`src/rtl/fifo_pkg.sv`:
```
// Shared helpers for the FIFO family: constant clog2 and the storage-style names.
package fifo_pkg;

    localparam string MEM_AUTO  = "auto";
    localparam string MEM_DIST  = "distributed";
    localparam string MEM_BLOCK = "block";

    function automatic int clog2_f(input int n);
        int r;
        r = 0;
        for (int v = 1; v < n; v = v << 1) r++;
        return r;
    endfunction

endpackage

```
`src/rtl/fifo_rst_busy_gen.sv`:
```
// Reset-busy generator: a shift register preset by rst that drains one stage per clock.
module fifo_rst_busy_gen #(
    parameter int SYNC_STAGES = 2
) (
    input  logic i_clk,
    input  logic i_rst,
    output logic o_wr_rst_busy,
    output logic o_rd_rst_busy
);

    logic [SYNC_STAGES-1:0] r_busy_sr;

    always_ff @(posedge i_clk or posedge i_rst) begin
        if (i_rst) r_busy_sr <= '1;
        else       r_busy_sr <= {r_busy_sr[SYNC_STAGES-2:0], 1'b0};
    end

    // Both sides share one clock, so one chain serves both flags.
    assign o_wr_rst_busy = r_busy_sr[SYNC_STAGES-1];
    assign o_rd_rst_busy = r_busy_sr[SYNC_STAGES-1];

endmodule

```
`src/rtl/fifo_sc_fwft.sv`:
```
// Single-clock first-word-fall-through FIFO with reset-busy flags.
module fifo_sc_fwft
    import fifo_pkg::*;
#(
    parameter int    DATA_WIDTH  = 32,
    parameter int    DEPTH       = 32,
    parameter string MEMTYPE     = "auto",
    parameter int    SYNC_STAGES = 2,
    localparam int   AW          = clog2_f(DEPTH)
) (
    input  logic                  clk,
    input  logic                  rst,
    input  logic [DATA_WIDTH-1:0] din,
    input  logic                  wr_en,
    input  logic                  rd_en,
    output logic [DATA_WIDTH-1:0] dout,
    output logic                  full,
    output logic                  empty,
    output logic [AW:0]           data_count,
    output logic                  wr_rst_busy,
    output logic                  rd_rst_busy
);

    logic [AW-1:0]         r_wr_ptr, r_rd_ptr;
    logic [AW:0]           r_count;
    logic [DATA_WIDTH-1:0] r_hold;
    logic [DATA_WIDTH-1:0] w_head;
    logic                  w_busy, w_rd_busy, w_cnt_full, w_cnt_empty, w_wr_acc, w_rd_acc;

    fifo_rst_busy_gen #(.SYNC_STAGES(SYNC_STAGES)) u_busy (
        .i_clk         (clk),
        .i_rst         (rst),
        .o_wr_rst_busy (w_busy),
        .o_rd_rst_busy (w_rd_busy)
    );

    assign w_cnt_full  = (r_count == (AW+1)'(DEPTH));
    assign w_cnt_empty = (r_count == '0);
    // Full is judged on the pre-pop count, so push+pop on a full FIFO drops the push.
    assign w_wr_acc    = wr_en & ~w_cnt_full  & ~w_busy;
    assign w_rd_acc    = rd_en & ~w_cnt_empty & ~w_rd_busy;

    generate
        if (MEMTYPE == MEM_BLOCK) begin : g_block
            (* ram_style = "block" *) logic [DATA_WIDTH-1:0] r_mem [DEPTH];
            always_ff @(posedge clk) if (w_wr_acc) r_mem[r_wr_ptr] <= din;
            assign w_head = r_mem[r_rd_ptr];
        end else if (MEMTYPE == MEM_DIST) begin : g_dist
            (* ram_style = "distributed" *) logic [DATA_WIDTH-1:0] r_mem [DEPTH];
            always_ff @(posedge clk) if (w_wr_acc) r_mem[r_wr_ptr] <= din;
            assign w_head = r_mem[r_rd_ptr];
        end else begin : g_auto
            logic [DATA_WIDTH-1:0] r_mem [DEPTH];
            always_ff @(posedge clk) if (w_wr_acc) r_mem[r_wr_ptr] <= din;
            assign w_head = r_mem[r_rd_ptr];
        end
    endgenerate

    always_ff @(posedge clk or posedge rst) begin
        if (rst) begin
            r_wr_ptr <= '0;
            r_rd_ptr <= '0;
            r_count  <= '0;
            r_hold   <= '0;
        end else begin
            if (w_wr_acc) r_wr_ptr <= r_wr_ptr + AW'(1);
            if (w_rd_acc) begin
                r_rd_ptr <= r_rd_ptr + AW'(1);
                r_hold   <= w_head;
            end
            if (w_wr_acc && !w_rd_acc)      r_count <= r_count + (AW+1)'(1);
            else if (w_rd_acc && !w_wr_acc) r_count <= r_count - (AW+1)'(1);
        end
    end

    // While empty, show the last popped word (0 after reset) instead of a stale slot.
    assign dout        = w_cnt_empty ? r_hold : w_head;
    assign empty       = w_cnt_empty;
    assign full        = w_cnt_full | w_busy;
    assign data_count  = r_count;
    assign wr_rst_busy = w_busy;
    assign rd_rst_busy = w_rd_busy;

endmodule

```
`config.mk`:
```
export PLATFORM = sky130hd
export DESIGN_NAME = fifo_sc_fwft
export DESIGN_NICKNAME = d
export VERILOG_FILES = /design/src/rtl/fifo_pkg.sv /design/src/rtl/fifo_rst_busy_gen.sv /design/src/rtl/fifo_sc_fwft.sv
export SDC_FILE = /design/constraint.sdc
export NUM_CORES = 1
export LEC_CHECK = 0
export CORE_MARGIN = 10
export CORE_UTILIZATION = 40
export CTS_CLUSTER_DIAMETER = 50
export DETAILED_ROUTE_END_ITERATION = 8
export HOLD_SLACK_MARGIN = 0.15
export PLACE_DENSITY = 0.64
export SLEW_MARGIN = 20
export SYNTH_ARGS = -nofsm -noshare
export SYNTH_HDL_FRONTEND = slang
export SYNTH_HIERARCHICAL = 1
export SYNTH_SLANG_ARGS = --single-unit
```
`constraint.sdc`:
```
create_clock -name clk -period 8.9 [get_ports clk]
set_input_delay 1.78 -clock clk [delete_from_list [all_inputs] [get_ports clk]]
set_output_delay 1.78 -clock clk [all_outputs]
set_load 0.01 [all_outputs]
```
# Word level (Yosys, flattened, before mapping)
# Memory sizes are Yosys's and may differ from the RTL's.
# Cells that the tools add are included.
dict set report word_totals {
  mem_bits_ro 0
  inputBits 36
  wordCells 30
  ram_bits 1024
  n_memories 1
  latchBits 0
  register_bits 50
  out_inout_bits 42
}
dict set report classes {
  div 0
  eq_ne 1
  shifts 0
  bitwise 8
  mul 0
  order_cmp 0
  reduce_logical 6
  mux 5
  add_sub_neg 4
}
# memory words word_bits rd rd_ports_with_merged_regs write_ports line
set mem_list {}
lappend mem_list {g_auto.r_mem 32 32 1 0 1 fifo_sc_fwft.sv:53} ;# logic [DATA_WIDTH-1:0] r_mem [DEPTH];
# operator n
set op_table {}
lappend op_table {{32-bit two-way mux} 1}
lappend op_table {{6-bit two-way mux} 2}
lappend op_table {{5-bit by 1-bit adder with 5-bit output (second input constant)} 2}
lappend op_table {{6-bit by 1-bit adder with 6-bit output (second input constant)} 1}
lappend op_table {{6-bit equality test (second input constant)} 1}
lappend op_table {{6-bit zero test} 1}
lappend op_table {{6-bit by 1-bit subtractor with 6-bit output (second input constant)} 1}
lappend op_table {{1-bit bitwise AND} 4}
lappend op_table {{1-bit inverter} 3}
lappend op_table {{1-bit logical AND} 2}
lappend op_table {{1-bit zero test} 2}
lappend op_table {{1-bit two-way mux} 2}
lappend op_table {{2-bit nonzero test} 1}
lappend op_table {{1-bit OR} 1}

# Logic depth before layout (Yosys ltp)
dict set report logic_depth {
  depth_word 8
  depth_mapped 14
  depth_no_buf 13
}

# Modules after synthesis
# The synthesis kept the hierarchy.
# module cells_per_inst area_each_um2 instances
set modules_own_cells {}
lappend modules_own_cells {fifo_sc_fwft 2023 42006.5 1}
lappend modules_own_cells {fifo_rst_busy_gen 5 67.6 1}

# Worst setup path before layout
# No wires, ideal clock.
dict set report synth_timing {
  path_type {input -> register}
  from {input wr_en}
  to {memory g_auto.r_mem[23][0], enable pin}
  path_stages 5
  setup_ns 0.421
  t_required_ns 8.479
  slack_ns 4.504
  t_arrival_ns 3.975
  path_cell_list {inv_1 > a311oi_2 > nand2_1 > clkbuf_1 > nor2_1}
}
dict set report synth_via {
  elab_chain_len 4
}
# item line
set synth_lines {}
lappend synth_lines {{start: declaration} fifo_sc_fwft.sv:14} ;# input logic wr_en,
lappend synth_lines {{1-bit bitwise AND (2 in series)} fifo_sc_fwft.sv:40} ;# assign w_wr_acc = wr_en & ~w_cnt_full & ~w_busy;
lappend synth_lines {{net w_wr_acc} fifo_sc_fwft.sv:28} ;# logic w_busy, w_rd_busy, w_cnt_full, w_cnt_empty, w_wr_acc, w_rd_acc;
lappend synth_lines {{1-bit two-way mux} fifo_sc_fwft.sv:54} ;# always_ff @(posedge clk) if (w_wr_acc) r_mem[r_wr_ptr] <= din;
lappend synth_lines {{1-bit two-way mux (not written as such)} fifo_sc_fwft.sv:54}
lappend synth_lines {{end: declaration} fifo_sc_fwft.sv:53}
# The timed path passes the listed nets, and every way through them passes these cells.

# Worst setup path after layout
dict set report layout_timing {
  from {register r_rd_ptr[1]}
  to {output dout[29]}
}
dict set report layout_via {
  elab_chain_len 2
}
# item line
set layout_lines {}
lappend layout_lines {{start: declaration} fifo_sc_fwft.sv:24} ;# logic [AW-1:0] r_wr_ptr, r_rd_ptr;
lappend layout_lines {{start signal: assignment} fifo_sc_fwft.sv:68} ;# r_rd_ptr <= r_rd_ptr + AW'(1);
lappend layout_lines {{memory 32 x 32 bit} --}
lappend layout_lines {{32-bit two-way mux} fifo_sc_fwft.sv:77} ;# assign dout = w_cnt_empty ? r_hold : w_head;
lappend layout_lines {{end: declaration} fifo_sc_fwft.sv:16} ;# output logic [DATA_WIDTH-1:0] dout,
# Every way passes these cells.

==> out/summary.txt <==
Outcome = complete, no violations
Max Cap Viol = 0
Grt total ovfl = 0
Max-slew headroom = 27.7%
Cell Area, Synth = 0.0421 mm2
Via density = 5.76
GRT met2 Usage = 26.9%
Clk buf depth = 3
Synth cell types = 55
Final max-slew violation count = 0
Antenna Nets Post-Route = 0
CTS clk-pin slew, worst paths = 0.06 ns
Synth async-reset ratio = 4.66%
GR Layer Usage met3 = 4.13%
Post-synth top area cell = edfxtp_1
CP Data Required Time = 7.12 ns
CP Launch Type = register
Cell Rows = 118
WS Path Type = reg2out
CTS buffer count = 106
Layout cells sized above 1 = 18.8%
Pwr per Cell Area = 303 mW/mm2
Top cell type's share of synthesized area = 73.1%
Setup Buffers After CTS = 0
Post-DP HPWL = 54400 um
Syn Area/Cell = 20.7 um2
Syn_nets = 2076
Hold Fails Final Rpt = 0
Most used DFF post-synth = edfxtp_1
Mapped Cells = 2028
M1 GR Usage = 24.0%
Core area = 0.104 mm2
Final core occ = 45.8%
Skew-Pair Late Insertion Delay = 0.69 ns
Fin crit share = 77.8%
GRT Overall Usage = 17.3%
Largest net degree at the start of global routing = 85
Register area share after synthesis = 76.1%
Routed WL = 104000 um
Routability congestion estimate from global placement = 0.757
Worst hold slack = 0.356 ns
First-pass GRT wire length = 149000 um
Placed insts = 3420
Number of global-route vias before repair = 20900
Worst hold path depth = 0
Starting DRT DRC Count = 2358
Clk_skew = 0.0281 ns
Root buffer cell = clkbuf_16
Worst Reg-to-Reg Cells = 15
Final Setup Violations = 0
Tmin final = 6.92 ns
Die ar. = 0.119 mm2
TritonCTS clock tree = built
Main area contributors after synthesis = edfxtp_1 (73%), mux4_2 (5.6%), mux2i_1 (4.5%)
Highest Clock Rate = 144 MHz
Initial Util = 40.5%
Yosys Warn Count = 6
Min-delay worst type = reg2reg
Die W = 344 um
Area added between synthesis and finish = 13.1%
CTS sink cnt = 1074
Nets = 2197
Worst Path Max Fanout = 58
Die height = 344 um
EDFF count, synth = 1024
Antenna violations before repair = 9
CP Capture Type = primary output
FF+latch count, synth = 1074
Residual DRC = 0
Setup TNS = 0 ns
Critical path arrival = 5.14 ns
Busiest layer in global routing = met2
P_leak = 15.4 nW
RSZ-0062 raised after global routing = no
I/O Buffers = 77
# hold bufs at CTS = 0
First-pass DRT Iterations = 5
Maximum VDD drop = 0.000246 V
Top-count cell post-synth = edfxtp_1
# IOs = 78
Slew @ Worst Pin = 1.08 ns
Wirelength per Cell = 28.9 um
H-tree depth = 3
Final non-filler cell total = 3618
Commonest cells in the netlist = edfxtp_1 (1024), mux2i_1 (188), mux4_2 (105)
Routed vias = 20800
Post-CTS sizing = 0
where the power goes:
group	internal [mW]	switching [mW]	total (mW)
Combinational	1.83	2.13	3.96
Clock	2.48	1.86	4.34
Sequential	5.79	0.327	6.11
cell usage in the layout, fill, tap and decap left out, types with 10 or more instances in the layout:
cell             count
a211oi_1            28
a21oi_1             36
a22o_1              32
a22oi_1             28
buf_2               10
buf_4               48
clkbuf_1            24
clkbuf_16          107
clkdlybuf4s50_1     67
clkinv_1            29
clkinv_2            15
dfrtp_1             44
edfxtp_1          1024
ha_1                11
mux2_2              59
mux2i_1            188
mux4_1              57
mux4_2             105
nand2_1             31
nor2_1              37
nor2_4              33
nor4_1              29
o21ai_0             36
o22ai_1             60
xnor2_1             10
per-stage QoR:
| stage | total power, mW | instance area, um2 | setup slack [ns] |
|---|---|---|---|
| floorplan | 8.87 | 42100 | 4.50 |
| global placement | 10.1 | 44200 | 2.69 |
| detailed placement | 10.2 | 44200 | 2.69 |
| CTS | 14.5 | 47600 | 1.96 |
| global route | 15.0 | 47600 | 1.85 |
| finish | 14.4 | 47600 | 1.98 |
critical path, cell delays in order (launching register included):
cell and delay [ns]:
dfrtp_4 1.07, nand3b_1 0.39, buf_4 0.80, o21ai_0 0.27, nor4_1 0.80, a21oi_1 0.24
mux2_2 0.34, clkdlybuf4s50_1 0.50
registers in the layout (all words and copies together), names as in the netlist:
name / flops
g_auto.r_mem: 1024
r_hold: 32
data_count: 6
r_rd_ptr: 5
r_wr_ptr: 5
u_busy/r_busy_sr: 2
layout make-up:
type	instances	area [um2]
Tap cell	1380	1730
Fill cell	8621	56400
Antenna cell	1	2.50
Sequential cell	1074	32000
Multi-Input combinational cell	828	9280
Clock buffer	132	2780
Clock inverter	64	586
Inverter	11	41.3
Timing Repair Buffer	128	1150
routing by layer:
metal  part of all wire [%]  vias up
met3                    8.6      179
met5                  0.055        -
met2                     47      906
met1                     42    11100
li1                       -     8684
met4                    2.7        8
kinds of logic after synthesis:
group                      Yosys count  share of synthesized area (%)
DFF                               1074                           76.1
muxes                              409                           15.2
AOI/OAI and AO/OA                  240                           3.75
and+or+nand+nor                    154                           1.77
buffers and inverters              126                           2.55
adders and majority gates           12                          0.375
xor gates and xnor gates            12                          0.250
other                                1                        0.00891
final timing paths:
path	from	to	slack [ns]
max	r_rd_ptr[1]	dout[29]	1.98
min	u_busy/r_busy_sr[0]	u_busy/r_busy_sr[1]	0.36
max reg2reg	data_count[1]	data_count[5]	4.23
min reg2reg	u_busy/r_busy_sr[0]	u_busy/r_busy_sr[1]	0.36
max in group asynchronous	rst	r_rd_ptr[1]	6.49
min in group asynchronous	rst	u_busy/r_busy_sr[0]	1.49
(Power assumes the default switching activity.)
